## src/rtl/seg_scan_decoder.sv

```systemverilog
// Purpose: recovers the digits shown on a multiplexed 8-digit, active-low 7-segment scan.
//          It debounces each scan slot, decodes the segment pattern and keeps a per-digit image.
// Latency: a slot is accepted on the STABLE_CYCLES-th consecutive edge with an identical {an,hex}.
//          Outputs are registered and update on that same edge.
// Backpressure: none; the input is sampled every cycle and cannot be stalled.
//
// Ports:
//   clock       rising-edge clock for all logic
//   rst         synchronous, active-high reset
//   an[7:0]     digit enables, active-low (one zero bit selects a digit; 8'hFF means none)
//   hex[7:0]    segments, active-low: [6:0] = g..a, [7] = dot
//   digits[31:0] decoded nibble of digit i at [4i+3:4i]
//   dots[7:0]   dot lit, per digit
//   blanks[7:0] digit shown all-off, per digit
//   valid[7:0]  digit captured since reset (or since the last stale event)
//   frame_done  one-cycle pulse when the scan wraps (accepted index <= previous one)
//   err         sticky: multi-digit select or undecodable segment pattern
//   stale       scan has stopped (timeout build only)
//
// Build option: define SEG_SCAN_DECODER_TIMEOUT_EN to enable the stale timeout.
// Without it, stale is held at 0 and captured digits are kept indefinitely.

module seg_scan_decoder #(
  parameter int STABLE_CYCLES = 4,
  parameter int TIMEOUT       = 100000
) (
  input  logic        clock,
  input  logic        rst,
  input  logic [7:0]  an,
  input  logic [7:0]  hex,
  output logic [31:0] digits,
  output logic [7:0]  dots,
  output logic [7:0]  blanks,
  output logic [7:0]  valid,
  output logic        frame_done,
  output logic        err,
  output logic        stale
);

  typedef enum logic [1:0] {
    IDLE   = 2'd0,
    SETTLE = 2'd1,
    HELD   = 2'd2
  } state_t;

  localparam logic [7:0] STABLE_W = 8'(STABLE_CYCLES);

  // Previous registered sample, compared against the incoming one.
  logic [7:0] an_q;
  logic [7:0] hex_q;

  state_t     state_q;
  state_t     state_d;
  logic [7:0] cnt_q;
  logic [7:0] cnt_d;

  logic       accept;
  logic       sel_err;

  // Index tracking for frame wrap detection.
  logic [2:0] last_idx;
  logic       seen_any;

  // Decoded view of the current sample.
  logic [2:0] idx;
  logic       an_one_hot;
  logic       an_none;
  logic       same;
  logic [3:0] dec_val;
  logic       dec_blank;
  logic       dec_bad;
  logic       fd_hit;

  // ---------------------------------------------------------------------------
  // Input classification
  // ---------------------------------------------------------------------------
  always_comb begin
    idx = 3'd0;
    for (int i = 0; i < 8; i++) begin
      if (!an[i]) idx = 3'(i);
    end
  end

  assign an_none    = (an == 8'hFF);
  assign an_one_hot = ($countones(~an) == 1);

  // IDLE never counts as a match, so the first sample after reset, or after an
  // ignored/illegal select, always starts a fresh count.
  assign same = ({an, hex} == {an_q, hex_q}) && (state_q != IDLE);

  // ---------------------------------------------------------------------------
  // FSM: state register
  // ---------------------------------------------------------------------------
  always_ff @(posedge clock) begin
    if (rst) begin
      state_q <= IDLE;
      cnt_q   <= 8'd0;
    end else begin
      state_q <= state_d;
      cnt_q   <= cnt_d;
    end
  end

  // ---------------------------------------------------------------------------
  // FSM: next state
  // ---------------------------------------------------------------------------
  always_comb begin
    state_d = state_q;
    cnt_d   = cnt_q;
    accept  = 1'b0;
    sel_err = 1'b0;
    if (!same) begin
      if (an_one_hot) begin
        // A new pattern counts as its first stable edge.
        cnt_d = 8'd1;
        if (STABLE_W == 8'd1) begin
          accept  = 1'b1;
          state_d = HELD;
        end else begin
          state_d = SETTLE;
        end
      end else begin
        cnt_d   = 8'd0;
        state_d = IDLE;
        sel_err = !an_none;
      end
    end else if (state_q == SETTLE) begin
      cnt_d = cnt_q + 8'd1;
      if (cnt_d == STABLE_W) begin
        accept  = 1'b1;
        state_d = HELD;
      end
    end
    // HELD with an unchanged sample: stay put, the slot was already taken.
  end

  // ---------------------------------------------------------------------------
  // FSM: outputs (segment decode and frame wrap detection)
  // ---------------------------------------------------------------------------
  always_comb begin
    dec_val   = 4'hE;
    dec_blank = 1'b0;
    dec_bad   = 1'b0;
    case (hex[6:0])
      7'h40: dec_val = 4'h0;
      7'h79: dec_val = 4'h1;
      7'h24: dec_val = 4'h2;
      7'h30: dec_val = 4'h3;
      7'h19: dec_val = 4'h4;
      7'h12: dec_val = 4'h5;
      7'h02: dec_val = 4'h6;
      7'h78: dec_val = 4'h7;
      7'h00: dec_val = 4'h8;
      7'h10: dec_val = 4'h9;
      7'h7F: begin
        dec_val   = 4'hF;
        dec_blank = 1'b1;
      end
      default: begin
        dec_val = 4'hE;
        dec_bad = 1'b1;
      end
    endcase
    // A scan wraps when the index fails to advance; skipped (all-off) slots
    // never reach here, so partial scans wrap correctly.
    fd_hit = seen_any && (idx <= last_idx);
  end

  // ---------------------------------------------------------------------------
  // Sample register and captured digit image
  // ---------------------------------------------------------------------------
`ifdef SEG_SCAN_DECODER_TIMEOUT_EN
  localparam int         TW     = $clog2(TIMEOUT + 1);
  localparam logic [TW-1:0] TO_MAX = TW'(TIMEOUT);

  logic [TW-1:0] to_cnt;
`endif

  always_ff @(posedge clock) begin
    if (rst) begin
      an_q       <= 8'd0;
      hex_q      <= 8'd0;
      digits     <= 32'd0;
      dots       <= 8'd0;
      blanks     <= 8'd0;
      valid      <= 8'd0;
      frame_done <= 1'b0;
      err        <= 1'b0;
      last_idx   <= 3'd0;
      seen_any   <= 1'b0;
`ifdef SEG_SCAN_DECODER_TIMEOUT_EN
      to_cnt     <= '0;
      stale      <= 1'b0;
`endif
    end else begin
      an_q       <= an;
      hex_q      <= hex;
      frame_done <= 1'b0;
      if (sel_err) err <= 1'b1;

      if (accept) begin
        digits[{idx, 2'b00} +: 4] <= dec_val;
        dots[idx]   <= ~hex[7];
        blanks[idx] <= dec_blank;
        valid[idx]  <= 1'b1;
        if (dec_bad) err <= 1'b1;
        frame_done  <= fd_hit;
        last_idx    <= idx;
        seen_any    <= 1'b1;
      end

`ifdef SEG_SCAN_DECODER_TIMEOUT_EN
      if (accept) begin
        to_cnt <= '0;
        stale  <= 1'b0;
      end else if (to_cnt != TO_MAX) begin
        to_cnt <= to_cnt + TW'(1);
        // Going stale forgets the image and the wrap reference, so the next
        // scan starts over as if after reset.
        if (to_cnt == TO_MAX - TW'(1)) begin
          stale    <= 1'b1;
          valid    <= 8'd0;
          seen_any <= 1'b0;
        end
      end
`endif
    end
  end

`ifndef SEG_SCAN_DECODER_TIMEOUT_EN
  // No timeout in this build; TIMEOUT is a positive count so this is constant 0.
  assign stale = (TIMEOUT < 0);
`endif

endmodule
```

## config.mk

```make
export PLATFORM = sky130hd
export DESIGN_NAME = seg_scan_decoder
export DESIGN_NICKNAME = d
export VERILOG_FILES = /design/src/rtl/seg_scan_decoder.sv
export SDC_FILE = /design/constraint.sdc
export NUM_CORES = 1
export LEC_CHECK = 0
export BUFFER_PORTS_ARGS = -buffer_cell sky130_fd_sc_hd__buf_4
export CAP_MARGIN = 20
export CORE_UTILIZATION = 48
export DETAILED_ROUTE_END_ITERATION = 10
export GPL_TIMING_DRIVEN = 1
export PLACE_DENSITY = 0.72
export SYNTH_ARGS = -nofsm -noshare
export SYNTH_HDL_FRONTEND = slang
export SYNTH_SLANG_ARGS = --single-unit
```

## constraint.sdc

```tcl
create_clock -name clock -period 3.05 [get_ports clock]
set_input_delay 0.61 -clock clock [delete_from_list [all_inputs] [get_ports clock]]
set_output_delay 0.61 -clock clock [all_outputs]
set_load 0.05 [all_outputs]
```

==> summary.txt, run 1 <==
Run status
  – Status: finished with violations
  – Failing checks: setup timing

Flow run
  – Max-Cap Viols: 0

Hold path
  – HP Class: reg -> reg
  – Hold path cells: 2

CTS
  – CTS tree: yes
  – Worst-skew pair later-pin latency: 360 ps
  – Clk sinks: 88
  – Clock transition at the registers of the reported paths: 90 ps
  – CTS buffer count: 9
  – H-Tree Depth: 3
  – Clock Path Buffers: 2
  – Clk Tree Root Cell: clkbuf_8
  – Cts hold-fix bufs: 0

Yosys
  – Cells after synthesis: 502
  – Unique masters post-synth: 50
  – Synth area leader: dfxtp_1
  – Ys Warns: 0
  – Synth top area cells: dfxtp_1 (40%), mux2i_1 (6.2%), nand2_1 (3.7%), xnor2_1 (3.6%), nand4_1 (3.4%)
  – Count leader, synth: dfxtp_1
  – Post-synth EDFFs: 0
  – Post-synth top area share: 40.3%
  – Top post-synthesis cells by count: dfxtp_1 (88), nand2_1 (43), clkbuf_1 (30)
  – Synth Register Bits: 88
  – Mapped Area: 4370 um^2
  – Average cell area after synthesis: 8.71 um^2
  – Sequential fraction of the synthesis area: 40.3%
  – Post-synthesis async set-or-reset flop share: 0%
  – Ys flop type: dfxtp_1
  – Syn Nets: 534

Detailed routing
  – Drt drc: 0
  – Final wirelength: 11700 um
  – Initial DRC Count: 356
  – DR pass1 iterations: 5
  – Vias per inst: 5.87
  – DR vias: 4073
  – Wire per inst: 16.9 um
  – Post-route ant nets: 0

Global route
  – Largest net degree at the start of global routing: 58
  – Initial antenna violation count: 0
  – Total track usage: 25.2%
  – GR Overflow Total: 0
  – Vias in the first global route: 3895
  – First-pass GRT wire length: 19100 um

Finish
  – Finished Layout Cells: 694
  – Final #Nets: 613
  – Final Util: 62.0%
  – # diodes: 0
  – Post-route cell area: 5430 um^2
  – Layout cells sized above 1: 24.4%
  – Layout area overhead: 24.1%

Place
  – GP Congestion: 0.974
  – Inst Count DP: 677
  – PortBufs: 75
  – Placed Area: 5180 um^2
  – Placement Setup Slack: -532 ps
  – Post-DP HPWL: 8430 um

Timing
  – Final worst path period share: 103%
  – RSZ-0062 raised after global routing: yes
  – Final Hold Viols: 0
  – Max Clk Rate: 0.317 GHz
  – Hold_ws: 452 ps
  – Max-slew headroom: 58.1%
  – Final worst slack: -103 ps
  – Sum of negative setup slack: -244 ps
  – Fin. max-slew vios: 0
  – Tightest Pin Transition: 628 ps
  – Post-layout minimum cycle time: 3150 ps
  – Final setup viols: 3
  – Worst clock skew: 10.9 ps

Die
  – Die Area: 9500 um^2
  – Total core area: 8760 um^2
  – Die span in x: 97.5 um
  – Die height: 97.5 um
  – Row count: 34
  – Number of I/O pins: 77
  – Starting Density: 49.9%

Setup path
  – Worst Setup Start Kind: primary input
  – Crit path DAT: 3370 ps
  – Critical Path Fanout Max: 2
  – Crit end category: flip-flop
  – Crit Path Class: in -> reg
  – Worst Reg2Reg Path Length in Cells: 6
  – Critical Path RT: 3260 ps

Pwr
  – P per Cell Area: 429 nW/um^2
  – Max rail drop VDD: 0.000458 V
  – Static leakage: 2.24 nW
  – PnR Total Power: 2.33 mW
## path summary, 6_finish.rpt
kind                                from          to  slack (ps)
worst min-delay path            seen_any  frame_done         450
worst min register to register  seen_any  frame_done         450
worst max-delay path               an[0]         err        -100
worst max register to register  cnt_q[2]  digits[11]         400
## metal layers
layer  vias up  GRT usage (%)  part of all wire, %
met2       162           41.6                   48
met3        21           5.83                  7.9
met4         0           9.50                  2.0
met5         -              0                    0
li1       1968              -                    -
met1      1922           32.0                   42
## registers in the layout, indices dropped and copies added (netlist names)
register and flops:
an_q 8, blanks 8, cnt_q 8, digits 32, dots 8, err 1
frame_done 1, hex_q 8, last_idx 3, seen_any 1, state_q 2, valid 8
## power by group
group	switching, mW	internal (mW)
sequential	0.0100	1.17
clock	0.416	0.426
combinational	0.183	0.130
total	0.609	1.72
## layout make-up
cell class,count,area (um^2)
repair buffers,108,847
flip-flops and latches,88,1760
clock buffers,12,155
inverters,28,105
fillers,751,3330
well taps,108,135
multi-input cells,346,2370
clock inverters,4,51.3
## logic make-up (layout without fill, tap and decap cells)
logic type	count (synthesis)	in the layout	synth area share (%)
AO/OA/AOI/OAI	86	86	13.1
XOR/XNOR	24	24	4.81
adder cells (fa/ha/maj)	14	14	4.69
buffers and inverters	68	152	6.12
flip-flops	88	88	40.3
multiplexers	27	27	6.18
other	1	1	0.0857
AND/OR/NAND/NOR	194	194	24.7
## worst max-delay path: stages
cell	delay (ps)
buf_8	100
fa_1	520
inv_1	50
fa_1	450
fa_1	510
ha_2	180
inv_2	40
fa_2	520
nand2_2	50
a21oi_2	130
a221o_1	130
a31oi_1	70
## placed cells by master (no fill, tap or decap), types with 2 or more instances in the layout
master,count
or4_1,3
a21oi_1,27
o31ai_1,5
ha_1,9
o41ai_1,4
xor2_1,6
mux2i_1,27
nand4_1,24
a21o_1,2
nor4_2,5
buf_12,2
a31oi_1,11
nor4b_1,3
nor3_1,10
nand3_1,17
dfxtp_1,88
nor2_1,27
o2111ai_1,2
and4_1,9
nand2_1,42
or2_2,6
or3_1,5
and3_1,5
clkbuf_8,11
a41oi_1,6
o21ai_0,4
inv_1,26
and2_1,2
nor4_1,11
xnor2_1,18
a211oi_1,10
o32ai_1,4
buf_4,104
inv_2,2
nand2b_1,4
nor2b_1,13
nand3b_1,2
o211ai_1,4
fa_1,3
## timing repair
item,4_1_cts,5_1_grt
pin swaps,2,0
buffers inserted,1,0
gates resized for setup,9,2
endpoints found under the setup margin,3,6
Power figures use the tool's default switching activity.
==> run 2: changes to the inputs <==
- CORE_UTILIZATION: 48 -> 44
- PLACE_DENSITY: 0.72 -> 0.67
==> summary.txt, run 2 (same netlist as run 1, synthesis figures left out) <==
Setup path
  – RR Startpoint: cnt_q[2]
  – Critical Path Fanout Max: 2 (unchanged)
  – Setup crit start: an[0]
  – Slowest stage cell, crit path: fa_1
  – Critical Path RT: 3290 ps (+30 ps)
  – Crit end category: flip-flop
  – CP peak stage delay: 530 ps (about the same)
  – Crit path DAT: 3400 ps (+30 ps)
  – Worst Setup Start Kind: primary input
  – CP cell instances: buf_8 -> fa_1 -> inv_1 -> fa_1 -> fa_1 -> ha_2 -> inv_2 -> fa_2 -> nand2_2 -> a21oi_4 -> a221o_1 -> a31oi_1
  – Top delay family on crit path: adder cells
  – Worst Path Buf+Inv: 3 (unchanged)
  – Top cell by count, worst path: fa_1
  – Crit Path Class: in -> reg

Place
  – GP Congestion: 0.936 (-3.9%)
  – Post-DP HPWL: 8470 um (+0.39%)
  – Inst Count DP: 706 (+4.3%)
  – PortBufs: 75 (unchanged)

Global route
  – Total track usage: 23.8% (-1.4 points)
  – GR Overflow Total: 0 (unchanged)
  – Largest net degree at the start of global routing: 38 (-34%)
  – Vias in the first global route: 3761 (-3.4%)
  – First-pass GRT wire length: 19100 um (-0.29%)
  – Initial antenna violation count: 0 (unchanged)

Die
  – Die Area: 10300 um^2 (+8.9%)
  – Starting Density: 45.2% (-4.7 points)
  – Row count: 36 (+5.9%)
  – Total core area: 9680 um^2 (+11%)
  – Die height: 102 um (+4.4%)
  – Die span in x: 102 um (+4.4%)
  – Number of I/O pins: 77 (unchanged)

Timing
  – Final worst path period share: 104% (+0.28 points)
  – Final worst slack: -111 ps (-8.57 ps)
  – Final setup viols: 3 (unchanged)
  – Max Clk Rate: 0.316 GHz (-0.27%)
  – Worst clock skew: 7.09 ps (-3.79 ps)
  – Fin. max-slew vios: 0 (unchanged)
  – Post-layout minimum cycle time: 3160 ps (+8.57 ps)
  – Final Hold Viols: 0 (unchanged)
  – Max-slew headroom: 58.3% (+0.15 points)
  – Hold_ws: 452 ps (-0.0510 ps)
  – Tightest Pin Transition: 625 ps (-3.18 ps)
  – RSZ-0062 raised after global routing: yes

CTS
  – H-Tree Depth: 3 (unchanged)
  – Post-CTS setup buffer count: 0 (-1)
  – CTS tree: yes
  – Worst-skew pair later-pin latency: 360 ps (about the same)
  – Clock Path Buffers: 2 (unchanged)
  – Clock transition at the registers of the reported paths: 90 ps (about the same)
  – Clk Tree Root Cell: clkbuf_8
  – Clk sinks: 88 (unchanged)
  – CTS buffer count: 9 (unchanged)

Hold path
  – HP Class: reg -> reg
  – Hold_sp: seen_any

Flow run
  – Max-Cap Viols: 0 (unchanged)

Finish
  – Multi-input logic area: 2390 um^2 (+0.53%)
  – Most common cell after layout, fill and taps aside: buf_4
  – Commonest cells after routing, fill and taps aside: buf_4 (110), dfxtp_1 (88), nand2_1 (42)
  – Seq. cell area: 1760 um^2 (unchanged)
  – Finished Layout Cells: 722 (+4.0%)
  – Layout area overhead: 25.4%
  – Layout cells sized above 1: 25.1% (+0.72 points)
  – Max FFs per register: 32 (unchanged)
  – Final #Nets: 616 (+0.49%)
  – Fill cells: 882 (+17%)
  – # diodes: 0 (unchanged)
  – Largest Register: digits

Detailed routing
  – Wire per inst: 16.3 um (-3.2%)
  – Post-route ant nets: 0 (unchanged)
  – Vias per inst: 5.62 (-4.2%)
  – Final wirelength: 11800 um (+0.70%)
  – Initial DRC Count: 213 (-40%)
  – DR vias: 4058 (-0.37%)
  – DR pass1 iterations: 5 (unchanged)
  – Drt drc: 0 (unchanged)

Run status
  – Failing checks: setup timing
  – Status: finished with violations

Pwr
  – Static leakage: 2.27 nW (+1.1%)
  – Max rail drop VDD: 0.000205 V (-55%)
  – P per Cell Area: 439 nW/um^2 (+2.3%)
-- run 2: worst paths after layout --
path	end	slack (ps)	depth (start not counted)
setup / recovery	err	-110	12
setup reg to reg	digits[10]	460	5
hold / removal	frame_done	450	2
hold reg to reg	frame_done	450	2
-- run 2: area by class of cell --
type / instances / share of cell area (%)
flip-flops and latches: 88 / 32.1
repair buffers: 111 / 15.3
clock buffers: 9 / 2.26
well taps: 133 / 3.03
clock inverters: 7 / 1.87
inverters: 28 / 1.92
multi-input cells: 346 / 43.5
-- run 2: routing by layer --
layer  vias up  global-route usage [%]  part of all wire, %
met3        16                    4.90                  6.9
met2       147                    37.0                   46
met5         -                       0                    0
li1       1973                       -                    -
met4         0                    9.59                  2.1
met1      1922                    32.3                   45
-- run 2: power breakdown --
part | total, mW | leakage [nW] | internal (mW) | switching (mW)
Clock | 0.913 | 0.110 | 0.470 | 0.443
Combinational | 0.321 | 1.44 | 0.130 | 0.191
Sequential | 1.18 | 0.713 | 1.17 | 0.00996
Total | 2.41 | 2.27 | 1.77 | 0.644
-- run 2: worst min-delay path: stages (launching register included) --
cell	delay, ps
dfxtp_1	330
nand2_1	50
nor3_1	40
-- run 2: metrics by stage --
| step | setup TNS, ps | setup WS (ps) | util, % | power [mW] | cell area [um^2] |
|---|---|---|---|---|---|
| floorplan | -676 | -233 | - | 1.39 | 4380 |
| global placement | -1500 | -423 | 53.9 | 1.49 | 5220 |
| detailed placement | -2770 | -532 | 53.9 | 1.49 | 5220 |
| CTS | -122 | -47.8 | 56.4 | 2.42 | 5460 |
| global route | -522 | -201 | 56.7 | 2.52 | 5490 |
| finish | -248 | -111 | 56.7 | 2.41 | 5490 |
-- run 2: timing repair --
item                                    4_1_cts  5_1_grt
pin swaps                                     2        1
endpoints found under the setup margin        3        5
resized for setup                             7        5
hold buffers                                  0        0
==> run 3: changes to the inputs <==
- CELL_PAD_IN_SITES_DETAIL_PLACEMENT: default -> 0
- CELL_PAD_IN_SITES_GLOBAL_PLACEMENT: default -> 1
- CORE_UTILIZATION: 44 -> 38
- PLACE_DENSITY: 0.67 -> 0.75
==> summary.txt, run 3 (same netlist as run 1, synthesis figures left out) <==
CTS
  – Clock transition at the registers of the reported paths: 60 ps (-30 ps)
  – Clk Tree Root Cell: clkbuf_16
  – Clk sinks: 88 (unchanged)
  – Worst-skew pair later-pin latency: 350 ps (about the same)
  – CTS tree: yes
  – CTS buffer count: 9 (unchanged)
  – Clock Path Buffers: 2 (unchanged)
  – H-Tree Depth: 3 (unchanged)
  – Cts hold-fix bufs: 0 (unchanged)

Die
  – Die span in x: 109 um (+7.5%)
  – Die height: 109 um (+7.5%)
  – Total core area: 11000 um^2 (+14%)
  – Number of I/O pins: 77 (unchanged)
  – Die Area: 11900 um^2 (+15%)
  – Row count: 38 (+5.6%)
  – Starting Density: 39.7% (-5.5 points)

Place
  – Post-DP HPWL: 8930 um (+5.5%)
  – GP Congestion: 0.931 (-0.63%)
  – PortBufs: 75 (unchanged)
  – Placement Setup Slack: -544 ps (-11.3 ps)

Pwr
  – Gate power share: 12.1% (-1.2 points)
  – Clock network fraction of total power: 44.2% (+6.3 points)
  – P_int: 2.02 mW (+15%)
  – Sequential Power Share: 43.7% (-5.1 points)
  – Max rail drop VDD: 0.000323 V (+58%)
  – P per Cell Area: 477 nW/um^2 (+8.6%)
  – Static leakage: 2.35 nW (+3.5%)
  – Switch share: 24.8% (-1.9 points)
  – Switch Pwr: 0.668 mW (+3.7%)

Setup path
  – Worst Reg2Reg Path Length in Cells: 5 (unchanged)
  – Top delay family on crit path: adder cells
  – Crit path DAT: 3380 ps (-20 ps)
  – Slowest stage cell, crit path: fa_2
  – Worst Setup Start Kind: primary input
  – CP cell instances: buf_8 -> fa_1 -> inv_1 -> fa_1 -> fa_1 -> ha_2 -> inv_2 -> fa_2 -> nand2_2 -> a21oi_2 -> a221o_1 -> a31oi_1
  – Worst R2R Setup Slack: 580 ps (+120 ps)
  – Top cell by count, worst path: fa_1
  – Crit Path Class: in -> reg
  – RR Startpoint: cnt_q[2]
  – Critical Path RT: 3280 ps (about the same)
  – Worst reg2reg endpoint: digits[26]
  – CP peak stage delay: 530 ps (about the same)
  – Critical Path Fanout Max: 2 (unchanged)
  – Crit end category: flip-flop
  – Worst Path Buf+Inv: 3 (unchanged)

Global route
  – GR Overflow Total: 0 (unchanged)
  – First-pass GRT wire length: 19100 um (+0.15%)
  – Vias in the first global route: 3766 (+0.13%)
  – Total track usage: 21.3% (-2.5 points)
  – Initial antenna violation count: 0 (unchanged)
  – Largest net degree at the start of global routing: 34 (-11%)

Finish
  – Layout area overhead: 29.0%
  – Final Util: 51.2% (-5.5 points)
  – Layout cells sized above 1: 26.0% (+0.88 points)
  – Commonest cells after routing, fill and taps aside: buf_4 (117), dfxtp_1 (88), nand2_1 (42)
  – Multi-input logic area: 2380 um^2 (-0.37%)
  – Max FFs per register: 32 (unchanged)
  – # diodes: 0 (unchanged)
  – Fill cells: 1044 (+18%)
  – Most common cell after layout, fill and taps aside: buf_4
  – Final #Nets: 624 (+1.3%)
  – Seq. cell area: 1760 um^2 (unchanged)
  – Largest Register: digits

Detailed routing
  – Post-route ant nets: 0 (unchanged)
  – DR pass1 iterations: 5 (unchanged)
  – Initial DRC Count: 189 (-11%)
  – Final wirelength: 12200 um (+3.2%)
  – Vias per inst: 5.41 (-3.7%)
  – Drt drc: 0 (unchanged)
  – Wire per inst: 16.5 um (+1.2%)
  – DR vias: 3982 (-1.9%)

Run status
  – Failing checks: setup timing
  – Status: finished with violations

Timing
  – Final worst slack: -102 ps (+9.43 ps)
  – Final Hold Viols: 0 (unchanged)
  – Max Clk Rate: 0.317 GHz (+0.30%)
  – Final worst path period share: 103% (-0.31 points)
  – Max-slew headroom: 64.3% (+6.1 points)
  – Worst clock skew: 7.49 ps (+0.396 ps)
  – Fin. max-slew vios: 0 (unchanged)
  – RSZ-0062 raised after global routing: yes
  – Post-layout minimum cycle time: 3150 ps (-9.43 ps)
  – Tightest Pin Transition: 535 ps (-90.0 ps)
  – Final setup viols: 3 (unchanged)
  – Sum of negative setup slack: -239 ps (+8.10 ps)

Flow run
  – Max-Cap Viols: 0 (unchanged)

Hold path
  – Hold_sp: seen_any
  – Hold path cells: 2 (unchanged)
  – Hold endpoint: frame_done
  – HP Class: reg -> reg
==> run 3: what timing repair did <==
item / 4_1_cts / 5_1_grt
endpoints found under the setup margin: 3 / 7
buffers inserted: 1 / 1
cloned: 0 / 0
gates resized for setup: 8 / 4
pin swaps: 2 / 1
==> run 3: worst max-delay path by stage <==
stage	depth (start not counted)	endpoint	startpoint	slack, ps
floorplan	11	err	an[0]	-230
global placement	12	cnt_q[0]	an[0]	-490
detailed placement	12	cnt_q[0]	an[0]	-540
CTS	12	err	an[0]	-90
global route	12	err	an[0]	-170
finish	12	err	an[0]	-100
==> run 3: tightest hold or removal path, delay by kind of cell, from the launching register on <==
kind             cells  cell delay, ps
and+or+nand+nor      2              80
DFF                  1             310
==> run 3: per-stage QoR <==
step / power [mW] / area, um^2 / hold slack (ps) / cells
floorplan: 1.39 / 4380 / 414 / 502
global placement: 1.49 / 5270 / 431 / 719
detailed placement: 1.50 / 5270 / 427 / 719
CTS: 2.72 / 5620 / 444 / 735
global route: 2.80 / 5640 / 469 / 736
finish: 2.69 / 5640 / 442 / 736
==> run 3: power groups by stage <==
stage | registers, mW | clock network [mW] | logic [mW]
after floorplan | 1.21 | 0 | 0.182
after global placement | 1.20 | 0 | 0.289
after CTS | 1.18 | 1.22 | 0.320
after global routing | 1.18 | 1.27 | 0.355
final | 1.18 | 1.19 | 0.325
after detailed placement | 1.20 | 0 | 0.298
==> run 3: layout make-up <==
cell class / instances / area share [%]
Multi-Input combinational cell: 346 / 42.1
Tap cell: 140 / 3.10
Sequential cell: 88 / 31.2
Inverter: 28 / 1.86
Clock buffer: 9 / 3.99
Timing Repair Buffer: 119 / 16.0
Clock inverter: 6 / 1.66
==> run 3: per-layer routing <==
metal	vias up	track usage [%]	wire [um]
met5	-	0	0
met4	0	8.95	192
met3	17	6.05	715
met2	98	33.6	5760
met1	1880	27.2	5490
li1	1987	-	-
